===== src/rtl/imem_refill_ctrl.sv =====
// imem_refill_ctrl: Imem block-read requester that turns L1 I-cache misses into one-cycle fill writes.
// Optional next-block prefetch buffer is enabled by defining IMEM_PREFETCH_EN.
module imem_refill_ctrl #(
    parameter int ADDR_W  = 16,
    parameter int LINE_W  = 128,
    parameter int TIMEOUT = 255
) (
    input  logic              clock_i,
    input  logic              reset_ni,
    input  logic              miss_req_i,
    input  logic [ADDR_W-1:0] miss_addr_i,
    output logic              miss_busy_o,
    output logic              fill_valid_o,
    output logic [ADDR_W-1:0] fill_addr_o,
    output logic [LINE_W-1:0] fill_data_o,
    output logic              err_timeout_o,
    output logic              ren_o,
    output logic [ADDR_W-1:0] block_address_o,
    input  logic              ready_i,
    input  logic [LINE_W-1:0] dout_i
);
`ifdef IMEM_PREFETCH_EN
    typedef enum logic [2:0] {IDLE, REQ, FILL, GAP, PREF} state_t;
`else
    typedef enum logic [1:0] {IDLE, REQ, FILL, GAP} state_t;
`endif

    localparam bit         TO_EN  = TIMEOUT != 0;
    localparam logic [7:0] TO_VAL = (TIMEOUT > 255) ? 8'hFF : 8'(TIMEOUT);

    state_t            state_q, state_d;
    logic [ADDR_W-1:0] addr_q, addr_d;
    logic [ADDR_W-1:0] ba_q, ba_d;
    logic [ADDR_W-1:0] fill_addr_q, fill_addr_d;
    logic [LINE_W-1:0] fill_data_q, fill_data_d;
    logic              ren_q, ren_d;
    logic              err_q, err_d;
    logic [7:0]        cnt_q, cnt_d;
    logic [7:0]        cnt_inc;
    logic              timeout_hit;

    assign cnt_inc     = (cnt_q == 8'hFF) ? cnt_q : cnt_q + 8'd1;
    assign timeout_hit = TO_EN && (cnt_q == TO_VAL);

`ifdef IMEM_PREFETCH_EN
    logic              pf_valid_q, pf_valid_d;
    logic [ADDR_W-1:0] pf_addr_q, pf_addr_d;
    logic [LINE_W-1:0] pf_data_q, pf_data_d;
    logic              pf_go_q, pf_go_d;
    logic              pend_q, pend_d;
    logic [ADDR_W-1:0] pend_addr_q, pend_addr_d;
    logic              req_any;
    logic [ADDR_W-1:0] req_addr;
    logic              pf_hit;

    // A miss held during a prefetch takes precedence over the live request lines
    assign req_any  = miss_req_i | pend_q;
    assign req_addr = pend_q ? pend_addr_q : miss_addr_i;
    assign pf_hit   = pf_valid_q && (req_addr == pf_addr_q);
`endif

    always_ff @(posedge clock_i or negedge reset_ni) begin
        if (!reset_ni) begin
            state_q     <= IDLE;
            addr_q      <= '0;
            ba_q        <= '0;
            fill_addr_q <= '0;
            fill_data_q <= '0;
            ren_q       <= 1'b0;
            err_q       <= 1'b0;
            cnt_q       <= '0;
`ifdef IMEM_PREFETCH_EN
            pf_valid_q  <= 1'b0;
            pf_addr_q   <= '0;
            pf_data_q   <= '0;
            pf_go_q     <= 1'b0;
            pend_q      <= 1'b0;
            pend_addr_q <= '0;
`endif
        end else begin
            state_q     <= state_d;
            addr_q      <= addr_d;
            ba_q        <= ba_d;
            fill_addr_q <= fill_addr_d;
            fill_data_q <= fill_data_d;
            ren_q       <= ren_d;
            err_q       <= err_d;
            cnt_q       <= cnt_d;
`ifdef IMEM_PREFETCH_EN
            pf_valid_q  <= pf_valid_d;
            pf_addr_q   <= pf_addr_d;
            pf_data_q   <= pf_data_d;
            pf_go_q     <= pf_go_d;
            pend_q      <= pend_d;
            pend_addr_q <= pend_addr_d;
`endif
        end
    end

    always_comb begin
        state_d     = state_q;
        addr_d      = addr_q;
        ba_d        = ba_q;
        fill_addr_d = fill_addr_q;
        fill_data_d = fill_data_q;
        ren_d       = ren_q;
        err_d       = err_q;
        cnt_d       = cnt_q;
`ifdef IMEM_PREFETCH_EN
        pf_valid_d  = pf_valid_q;
        pf_addr_d   = pf_addr_q;
        pf_data_d   = pf_data_q;
        pf_go_d     = pf_go_q;
        pend_d      = pend_q;
        pend_addr_d = pend_addr_q;
`endif
        case (state_q)
            IDLE: begin
`ifdef IMEM_PREFETCH_EN
                if (req_any) begin
                    pend_d = 1'b0;
                    err_d  = 1'b0;
                    addr_d = req_addr;
                    if (pf_hit) begin
                        fill_data_d = pf_data_q;
                        fill_addr_d = req_addr;
                        pf_valid_d  = 1'b0;
                        state_d     = FILL;
                    end else begin
                        ba_d    = req_addr;
                        ren_d   = 1'b1;
                        cnt_d   = '0;
                        state_d = REQ;
                    end
                end
`else
                if (miss_req_i) begin
                    addr_d  = miss_addr_i;
                    ba_d    = miss_addr_i;
                    ren_d   = 1'b1;
                    cnt_d   = '0;
                    err_d   = 1'b0;
                    state_d = REQ;
                end
`endif
            end
            REQ: begin
                if (ready_i) begin
                    fill_data_d = dout_i;
                    fill_addr_d = addr_q;
                    ren_d       = 1'b0;
                    state_d     = FILL;
                end else if (timeout_hit) begin
                    ren_d   = 1'b0;
                    err_d   = 1'b1;
                    state_d = GAP;
                end else begin
                    cnt_d = cnt_inc;
                end
            end
            FILL: begin
`ifdef IMEM_PREFETCH_EN
                pf_go_d = 1'b1;
`endif
                state_d = GAP;
            end
            GAP: begin
`ifdef IMEM_PREFETCH_EN
                if (pf_go_q) begin
                    pf_go_d = 1'b0;
                    ba_d    = fill_addr_q + ADDR_W'(1);
                    ren_d   = 1'b1;
                    cnt_d   = '0;
                    state_d = PREF;
                end else begin
                    state_d = IDLE;
                end
`else
                state_d = IDLE;
`endif
            end
`ifdef IMEM_PREFETCH_EN
            PREF: begin
                if (miss_req_i && !pend_q) begin
                    pend_d      = 1'b1;
                    pend_addr_d = miss_addr_i;
                end
                if (ready_i) begin
                    pf_valid_d = 1'b1;
                    pf_addr_d  = ba_q;
                    pf_data_d  = dout_i;
                    ren_d      = 1'b0;
                    state_d    = GAP;
                end else if (timeout_hit) begin
                    pf_valid_d = 1'b0;
                    ren_d      = 1'b0;
                    state_d    = GAP;
                end else begin
                    cnt_d = cnt_inc;
                end
            end
`endif
            default: state_d = IDLE;
        endcase
    end

    always_comb begin
        miss_busy_o     = state_q != IDLE;
        fill_valid_o    = state_q == FILL;
        fill_addr_o     = fill_addr_q;
        fill_data_o     = fill_data_q;
        err_timeout_o   = err_q;
        ren_o           = ren_q;
        block_address_o = ba_q;
    end
endmodule


===== config.mk =====
export PLATFORM = sky130hd
export DESIGN_NAME = imem_refill_ctrl
export DESIGN_NICKNAME = d
export VERILOG_FILES = /design/src/rtl/imem_refill_ctrl.sv
export SDC_FILE = /design/constraint.sdc
export NUM_CORES = 1
export LEC_CHECK = 0
export ABC_CLOCK_PERIOD_IN_PS = 1600
export BUFFER_PORTS_ARGS = -buffer_cell sky130_fd_sc_hd__buf_2
export CAP_MARGIN = 20
export CORE_ASPECT_RATIO = 1.75
export CORE_MARGIN = 2
export CORE_UTILIZATION = 35
export CTS_BUF_LIST = sky130_fd_sc_hd__clkbuf_2
export DETAILED_ROUTE_END_ITERATION = 6
export GPL_TIMING_DRIVEN = 0
export PLACE_DENSITY = 0.66
export SKIP_LAST_GASP = 1
export SLEW_MARGIN = 10
export SYNTH_ARGS = -nofsm -noshare
export SYNTH_HDL_FRONTEND = slang
export SYNTH_SLANG_ARGS = --single-unit

===== constraint.sdc =====
create_clock -name clock_i -period 1.6 [get_ports clock_i]
set_input_delay 0.08 -clock clock_i [delete_from_list [all_inputs] [get_ports clock_i]]
set_output_delay 0.08 -clock clock_i [all_outputs]
set_load 0.02 [all_outputs]

==> results of run 1 <==
[layer usage]
metal / track usage / part of all wire
met5: 0 / 0
met4: 0.0805 / 0.029
met3: 0.0455 / 0.054
met2: 0.378 / 0.58
met1: 0.186 / 0.34
[power breakdown]
group | switching, W | internal, W
clock | 0.00154 | 0.00105
combinational | 0.00624 | 0.00655
sequential | 0.00129 | 0.00650
total | 0.00906 | 0.0141
[worst max-delay path by stage]
stage,start,to,slack (ps)
after floorplan,state_q[0]$_DFFE_PN0P_,block_address_o[10]$_DFFE_PN0P_,-20
after global placement,reset_ni,fill_data_o[43]$_DFFE_PN0P_,-2350
after detailed placement,state_q[1]$_DFFE_PN0P_,fill_data_o[109]$_DFFE_PN0P_,-540
after CTS,state_q[1]$_DFFE_PN0P_,miss_busy_o,-170
after global routing,state_q[1]$_DFFE_PN0P_,fill_data_o[41]$_DFFE_PN0P_,-240
final,state_q[1]$_DFFE_PN0P_,fill_data_o[123]$_DFFE_PN0P_,-170
[cells by family (layout without fill, tap and decap cells)]
family,Yosys count,count (layout),synth area share
flops,172,172,0.651
mux,163,163,0.277
simple gates,32,32,0.0240
buf+inv,23,584,0.0165
compound gates,21,21,0.0214
fa+ha+maj,5,5,0.00947
other cells,0,1,0
[Yosys cell counts, drive strengths merged, types with 2 or more instances]
master	instances	area (µm²)
a21oi	4	20.0
a31oi	3	18.8
buf	18	90.1
dfrtp	172	4300
ha	5	62.6
inv	5	18.8
mux2	160	1800
mux2i	3	30.0
nand2	11	41.3
nand2b	2	12.5
nand3	4	20.0
nand4	2	12.5
nor2	7	26.3
nor4	2	18.8
o211ai	3	22.5
o21ai	5	25.0
o311ai	2	17.5
or4	2	15.0
[cell type report]
class | count | area [µm²] | share of cell area
sequential | 172 | 4310 | 0.358
buffer | 16 | 307 | 0.0255
antenna | 1 | 2.50 | 0.000208
tap | 238 | 298 | 0.0248
timing repair buffer | 531 | 4070 | 0.338
inverter | 5 | 21.3 | 0.00177
clock buffer | 21 | 105 | 0.00875
clock inverter | 11 | 168 | 0.0140
multi-input combinational | 221 | 2740 | 0.228
[sequential cells by signal, indices dropped and copies added, names as in the netlist]
name	cells
err_timeout_o	1
state_q	2
fill_addr_o	16
cnt_q	8
block_address_o	16
fill_data_o	128
ren_o	1
[metrics by stage]
| step | area (µm²) | setup TNS, ps | setup WS [ps] | cells | power, W |
|---|---|---|---|---|---|
| 6_report | 12000 | -11680 | -167 | 1216 | 0.0232 |
| 5_1_grt | 12000 | -21420 | -236 | 1216 | 0.0243 |
| 4_1_cts | 10900 | -10320 | -168 | 1176 | 0.0207 |
| 3_5_place_dp | 8560 | -66680 | -541 | 966 | 0.0167 |
| 3_3_place_gp | 8520 | -463580 | -2350 | 965 | 0.0165 |
| 2_1_floorplan | 6670 | -214 | -23.9 | 416 | 0.0134 |
[what timing repair did]
item,in CTS,in global routing
gates cloned,4,11
setup buffers,23,17
pin swaps,6,17
hold endpoints to repair,335,14
gates resized for setup,70,147
hold buffers,151,14
setup endpoints to repair,170,176
[worst max-delay path, cell delays in order, from the launching register on]
cell                        delay (ps)
sky130_fd_sc_hd__dfrtp_1           430
sky130_fd_sc_hd__inv_2              80
sky130_fd_sc_hd__ha_4              190
sky130_fd_sc_hd__buf_12            130
sky130_fd_sc_hd__nand2_8           110
sky130_fd_sc_hd__buf_8             140
sky130_fd_sc_hd__buf_12            140
sky130_fd_sc_hd__clkbuf_16         150
sky130_fd_sc_hd__mux2_2            320
==> impl_metrics.tcl, run 1 <==
set metrics [dict create \
    run_status "finished, violations left" \
    violations "negative setup slack" \
    synth_sequential_area_ratio 0.651 \
    finalHoldViolCount 0 \
    final_core_util 0.647 \
    i_o_pin_cnt 312 \
    timing.critical_path.from_type "register" \
    timing.clock.skew_ps 21.9 \
    routed_wl_um 22800 \
    ff2ff_setup_slack_ps -170 \
    setup_slack_ps -167 \
    crit_fanout 6 \
    tritoncts "done" \
    clockRootBuffer "sky130_fd_sc_hd__clkbuf_2" \
    synth.cell_area_um2 6610 \
    power_density_nw_per_um2 1930 \
    commonest_cells_after_routing_fill_and_taps_aside "sky130_fd_sc_hd__buf_2, sky130_fd_sc_hd__dfrtp_1, sky130_fd_sc_hd__dlygate4sd3_1" \
    grt_setup_unrepaired "true" \
    worst_skew_pair.late_latency_ps 720 \
    core-area_um2 18600 \
    synth.distinct_cells 27 \
    startpoint_of_the_worst_hold_path "dout_i[40]" \
    crit_required_ps 2240 \
    min_delay_path_depth 3 \
    timing_max_transition_violations_final 0 \
    worstRegToRegCells 8 \
    detail_route.iter0.violations 163 \
    portBuffers 311 \
    worstMarginPinSlew_ps 559 \
    timing.final.crit_share 1.10 \
    route.vias.total 5769 \
    drcViolationCount 0 \
    cts.htree.levels 4 \
    leakagePower_nw 6.09 \
    hold-path-endpoint "fill_data_o[40]$_DFFE_PN0P_" \
    worst-endpoint-arrival_ps 2410 \
    vias_per_cell 4.74 \
    ys_warn_count 0 \
    syn-mean-instance-area_um2 15.9 \
    synth_top_flop_cell "sky130_fd_sc_hd__dfrtp_1" \
    global_route.overflow_total 0 \
    drt-wirelength-per-cell_um 18.7 \
    timing.max_slew.rel_slack 0.627 \
    final.hold.worst_slack_ps 101 \
    flow.area_growth_from_synthesis_pct 81.9 \
    fillers 1292 \
    die_w_um 108 \
    antenna_found_initial 1 \
    drtAntennaViolNets 0 \
    mappedNetlistNets 569 \
    number_of_synthesized_flops_with_an_enable_pin 0 \
    timing.rr.start "state_q[1]$_DFFE_PN0P_" \
    place.gp.congestion 0.804 \
    final_common_cell "sky130_fd_sc_hd__buf_2" \
    dp.final_hpwl_um 12400 \
    async_reset_ff_frac 1.00 \
    fin_nets 1117 \
    setup.worst_path.end_class "register" \
    grt_pass1_vias 5874 \
    period_minus_slack_ps 1770 \
    layout-drive-gt1-share 0.610 \
    fp.dieArea_um2 20000 \
    ys_ff_latch 172 \
    chipHeight_um 186 \
    drt-pass1-iter-count 5 \
    min_path_type "in2reg" \
    cts_buffer_depth 2 \
    regToRegEndpoint "fill_data_o[123]$_DFFE_PN0P_" \
    synth_cells 416 \
    global_route.usage.total 0.192 \
    grt_start_max_net_pins 102 \
    total_number_of_clock_tree_sinks 172 \
    cts_made_buffers 17 \
    vdd_drop_max_mv 1.28 \
    cap_violations 0 \
    setup.worst_path.class "reg2reg" \
    fp-row-count 66 \
    max_freq_mhz 566 \
    global_route_wire_length_before_repair_um 29400 \
    report.final.setup_viol 152 \
    initial_utilization 0.356 \
    clkSlewWorstSetupHoldPaths_ps 250 \
]
No activity file was read; power rests on OpenSTA's default activity.
==> inputs of run 2 (changes only) <==
- ABC_CLOCK_PERIOD_IN_PS: 1600 -> 1700
- PLACE_DENSITY: 0.66 -> not set
- clock period: 1.6 -> 1.7 ns (I/O delays scaled with it)
==> run 2 against run 1 <==
Against the previous run:
- the flow still finishes with violations (negative setup slack)
- power down 16%
- critical endpoint is now fill_data_o[118]$_DFFE_PN0P_
- sequential share of layout area up 2.8 points
- critical path depth down 2
- register-to-register slack improved by 97 ps
- design area is 7.3% lower
- combinational power fell by 21%
==> impl_metrics.tcl, run 2 (synthesis gave the netlist of run 1 again) <==
set metrics [dict create \
    run_status "finished, violations left" \
    violations "negative setup slack" \
    flow.area_growth_from_synthesis_pct 68.6 \
    vias_per_cell 4.61 \
    fin_nets 1099 \
    cp_cell_sequence "buf_4 -> ha_4 -> buf_4 -> nand2_4 -> buf_2 -> mux2_2" \
    commonest_cells_after_routing_fill_and_taps_aside "sky130_fd_sc_hd__buf_2, sky130_fd_sc_hd__dfrtp_1, sky130_fd_sc_hd__dlygate4sd3_1" \
    initial_utilization 0.356 \
    dp.cells 966 \
    cap_violations 0 \
    cts.htree.levels 4 \
    setup.worst_path.class "reg2reg" \
    timing.critical_path.from_type "register" \
    route.vias.total 5524 \
    fin_total_pwr_w 0.0194 \
    drcViolationCount 0 \
    cts_made_buffers 17 \
    worst-endpoint-arrival_ps 2410 \
    clockRootBuffer "sky130_fd_sc_hd__clkbuf_2" \
    report.final.setup_viol 31 \
    chipHeight_um 186 \
    detailroute.wirelength.met2_um 11700 \
    finalHoldViolCount 0 \
    timing.max_slew.rel_slack 0.490 \
    route.met3.wl_um 1130 \
    leakagePower_nw 5.41 \
    routed_wl_um 20600 \
    place.gp.congestion 0.791 \
    timing.clock.skew_ps 36.2 \
    fp.dieArea_um2 20000 \
    drt-wirelength-per-cell_um 17.2 \
    worstMarginPinSlew_ps 766 \
    grt_pass1_vias 6027 \
    largest_register_ffs 128 \
    crit_fanout 10 \
    drtAntennaViolNets 0 \
    vdd_drop_max_mv 0.989 \
    timing_max_transition_violations_final 0 \
    regToRegEndpoint "fill_data_o[118]$_DFFE_PN0P_" \
    detail_route.iter0.violations 144 \
    drt-pass1-iter-count 4 \
    worstRegToRegCells 6 \
    final_core_util 0.600 \
    critical-path-max-stage-delay_ps 480 \
    antenna_found_initial 1 \
    power_density_nw_per_um2 1740 \
    dr.max_layer_used "met4" \
    min_delay_path_depth 3 \
    max_freq_mhz 565 \
    period_minus_slack_ps 1770 \
    setup.worst_path.end_class "register" \
    final.hold.worst_slack_ps 113 \
    ff2ff_setup_slack_ps -70 \
    tritoncts "done" \
    fin_cells 1197 \
    timing.critical_path.mode_cell "sky130_fd_sc_hd__buf_4" \
    layout-drive-gt1-share 0.551 \
    routed_metal_1_wire_length_um 7220 \
    crit_required_ps 2340 \
    startpoint_of_the_worst_hold_path "dout_i[67]" \
    cp_slowest_cell "sky130_fd_sc_hd__dfrtp_2" \
    dp.final_hpwl_um 12900 \
    die_w_um 108 \
    setup_slack_ps -70.2 \
    cts_buffer_depth 2 \
    global_route.overflow_total 0 \
    total_number_of_clock_tree_sinks 172 \
    timing.final.crit_share 1.04 \
    timing.rr.start "state_q[0]$_DFFE_PN0P_" \
    final_common_cell "sky130_fd_sc_hd__buf_2" \
    min_path_type "in2reg" \
    grt_setup_unrepaired "true" \
    worst_skew_pair.late_latency_ps 710 \
    i_o_pin_cnt 312 \
    core-area_um2 18600 \
    global_route.usage.total 0.196 \
    global_route_wire_length_before_repair_um 30200 \
    fp-row-count 66 \
    clkSlewWorstSetupHoldPaths_ps 240 \
    hold-path-endpoint "fill_data_o[67]$_DFFE_PN0P_" \
    grt_start_max_net_pins 103 \
    portBuffers 311 \
]
[run 2: timing repair]
item	CTS	global route
hold endpoints to repair	332	0
gates cloned	0	9
setup endpoints to repair	170	131
gates resized for setup	39	61
buffers inserted	14	10
hold buffers	166	0
pin swaps	4	6
[run 2: layer usage]
layer | global-route usage | vias to the layer above
met5 | 0 | -
met4 | 0.0856 | 0
met3 | 0.0452 | 34
met2 | 0.375 | 215
met1 | 0.198 | 2738
li1 | - | 2537
[run 2: layout make-up]
cell class | instances | area, µm²
diodes | 1 | 2.50
plain buffers | 18 | 241
clock buffers | 20 | 100
clock inverters | 11 | 123
fillers | 1468 | 7440
inverters | 5 | 21.3
multi-input cells | 222 | 2400
flip-flops and latches | 172 | 4310
well taps | 238 | 298
repair buffers | 510 | 3650
[run 2: where the power goes]
part / internal [W] / total [W] / switching, W
combinational: 0.00466 / 0.0101 / 0.00542
sequential: 0.00612 / 0.00727 / 0.00115
clock: 0.000677 / 0.00207 / 0.00140
total: 0.0115 / 0.0194 / 0.00797
[run 2: how the worst max path moves through the flow]
stage,from,endpoint
floorplan,state_q[1]$_DFFE_PN0P_,fill_data_o[100]$_DFFE_PN0P_
global placement,reset_ni,block_address_o[11]$_DFFE_PN0P_
detailed placement,state_q[1]$_DFFE_PN0P_,fill_data_o[70]$_DFFE_PN0P_
CTS,state_q[1]$_DFFE_PN0P_,miss_busy_o
global route,state_q[0]$_DFFE_PN0P_,cnt_q[4]$_DFFE_PN0P_
finish,state_q[0]$_DFFE_PN0P_,fill_data_o[118]$_DFFE_PN0P_
[run 2: stage by stage]
step                      setup slack [ps]  cell area, µm²  TNS [ps]
after global placement               -1980            8460   -401900
after CTS                            -91.1           10600      -189
after floorplan                      -20.8            6610     -1250
after global routing                  -166           11100     -6690
final                                -70.2           11100      -907
after detailed placement              -646            8500    -70190
[run 2: critical path: cells and delay by family (launching register included)]
| kind | cells | cell delay [ps] |
|---|---|---|
| muxes | 1 | 380 |
| adders and majority gates | 1 | 190 |
| DFF | 1 | 480 |
| buffers and inverters | 3 | 560 |
| and+or+nand+nor | 1 | 80 |
==> inputs of run 3 (changes only) <==
- RECOVER_POWER: not set -> 50
- REMOVE_ABC_BUFFERS: not set -> 1
==> run 3 against run 2 <==
Against the previous run:
- the run still ends with negative setup slack left
- clock-buffer cell count shrank 3
- design area is 0.47% lower
- non-clock buffer count grew 9
- sequential power is essentially flat
- flip-flop and latch count unchanged
==> impl_metrics.tcl, run 3 (synthesis gave the netlist of run 1 again) <==
set metrics [dict create \
    route.vias.total 5664 \
    global_route.overflow_total 0 \
    max_freq_mhz 557 \
    routed_wl_um 21700 \
    grt_setup_unrepaired "true" \
    fp-row-count 66 \
    power_density_nw_per_um2 1730 \
    place.gp.congestion 0.849 \
    initial_utilization 0.356 \
    clockPowerShare 0.124 \
    portBuffers 311 \
    vias_per_cell 4.68 \
    cts_made_buffers 17 \
    timing.critical_path.from_type "register" \
    drcViolationCount 0 \
    worst-endpoint-arrival_ps 2480 \
    run_status "finished, violations left" \
    cap_violations 0 \
    p_sw_w 0.00811 \
    setup.worst_path.end_class "register" \
    min_path_type "in2reg" \
    cts_buffer_depth 2 \
    timing.max_slew.rel_slack 0.495 \
    fin_cells 1210 \
    worst_skew_pair.late_latency_ps 740 \
    violations "negative setup slack" \
    timing_max_transition_violations_final 0 \
    timing.clock.skew_ps 46.3 \
    antenna_found_initial 1 \
    final_common_cell "sky130_fd_sc_hd__buf_2" \
    drt-wirelength-per-cell_um 18.0 \
    worstSetupPathDepth 7 \
    dp.cells 950 \
    clkSlewWorstSetupHoldPaths_ps 290 \
    dp.final_hpwl_um 12900 \
    setup.worst_path.class "reg2reg" \
    drtAntennaViolNets 0 \
    global_route_wire_length_before_repair_um 31600 \
    fin_nets 1111 \
    multiInputGateArea_um2 2330 \
    grt_pass1_vias 6085 \
    period_minus_slack_ps 1800 \
    fillers 1501 \
    i_o_pin_cnt 312 \
    largest_register_ffs 128 \
    setup_slack_ps -95.8 \
    fin_total_pwr_w 0.0191 \
    cp_cell_sequence "inv_2 -> buf_4 -> ha_4 -> nand2b_4 -> o21bai_4 -> or4_1 -> o211ai_1" \
    intPower_w 0.0110 \
    total_number_of_clock_tree_sinks 172 \
    layout-drive-gt1-share 0.461 \
    cp_slowest_cell "sky130_fd_sc_hd__or4_1" \
    core-area_um2 18600 \
    swShare 0.424 \
    area.sequential_um2 4310 \
    fp.dieArea_um2 20000 \
    tritoncts "done" \
    worstRegToRegCells 7 \
    critical-path-max-stage-delay_ps 490 \
    die_w_um 108 \
    crit_buf_inv 2 \
    vdd_drop_max_mv 0.848 \
    worstMarginPinSlew_ps 758 \
    finalHoldViolCount 0 \
    detailedPlace.worstSlack_ps -570 \
    global_route.usage.total 0.209 \
    crit_required_ps 2380 \
    detail_route.iter0.violations 212 \
    crit_fanout 5 \
    drt-pass1-iter-count 4 \
    flow.area_growth_from_synthesis_pct 67.8 \
    worst_path_dominant_cell_family "simple AND/OR/NAND/NOR gates" \
    chipHeight_um 186 \
    leakagePower_nw 5.22 \
    combinationalPowerShare 0.497 \
    timing.final.crit_share 1.06 \
    tns_ps -314 \
    min_delay_path_depth 3 \
    report.final.setup_viol 15 \
    share_seq_of_total_power 0.378 \
    commonest_cells_after_routing_fill_and_taps_aside "sky130_fd_sc_hd__buf_2, sky130_fd_sc_hd__dlygate4sd3_1, sky130_fd_sc_hd__dfrtp_1" \
    cts.htree.levels 4 \
    grt_start_max_net_pins 103 \
    clockRootBuffer "sky130_fd_sc_hd__clkbuf_2" \
]
-- run 3: what timing repair did --
item | 4_1_cts | 5_1_grt
setup buffers | 15 | 6
gates resized for setup | 22 | 8
setup endpoints to repair | 173 | 111
hold buffers | 184 | 17
pin swaps | 3 | 3
endpoints found under the hold margin | 327 | 17
cloned | 5 | 4
-- run 3: routing by layer --
metal / routed length [µm] / GRT usage / vias to the layer above
met5: 0 / 0 / -
met3: 1000 / 0.0459 / 69
met4: 997 / 0.116 / 0
li1: - / - / 2561
met1: 7510 / 0.214 / 2795
met2: 12200 / 0.387 / 239
-- run 3: area by class of cell --
| type | instances | share of cell area |
|---|---|---|
| sequential | 172 | 0.388 |
| timing repair buffer | 537 | 0.348 |
| multi-input combinational | 225 | 0.210 |
| tap | 238 | 0.0269 |
| clock inverter | 15 | 0.0169 |
| clock buffer | 17 | 0.00767 |
| inverter | 5 | 0.00192 |
| antenna | 1 | 0.000226 |
-- run 3: final timing paths --
path	startpoint	endpoint	slack, ps
min in group asynchronous	reset_ni	block_address_o[0]$_DFFE_PN0P_	470
hold / removal	miss_addr_i[9]	block_address_o[9]$_DFFE_PN0P_	100
max in group asynchronous	reset_ni	state_q[0]$_DFFE_PN0P_	60
setup / recovery	state_q[1]$_DFFE_PN0P_	cnt_q[5]$_DFFE_PN0P_	-100
setup reg to reg	state_q[1]$_DFFE_PN0P_	cnt_q[5]$_DFFE_PN0P_	-100
hold reg to reg	fill_data_o[67]$_DFFE_PN0P_	fill_data_o[67]$_DFFE_PN0P_	520
-- run 3: worst min-delay path, delay by kind of cell --
kind | cells | cell delay, ps
buf+inv | 2 | 630
mux | 1 | 130
-- run 3: per-stage QoR --
step | hold slack, ps | utilization | instance area [µm²]
finish | 102 | 0.597 | 11100
floorplan | -211 | - | 6520
global placement | 298 | 0.451 | 8370
detailed placement | 177 | 0.456 | 8470
CTS | 0.0160 | 0.587 | 10900
global route | -0.0775 | 0.597 | 11100
-- run 3: power by group through the flow --
stage	clock network [W]	registers, W	logic (W)
4_1_cts	0.00249	0.00718	0.00949
3_3_place_gp	0	0.00713	0.00797
5_1_grt	0.00264	0.00750	0.0101
6_report	0.00237	0.00724	0.00952
2_1_floorplan	0	0.00966	0.00274
3_5_place_dp	0	0.00730	0.00847
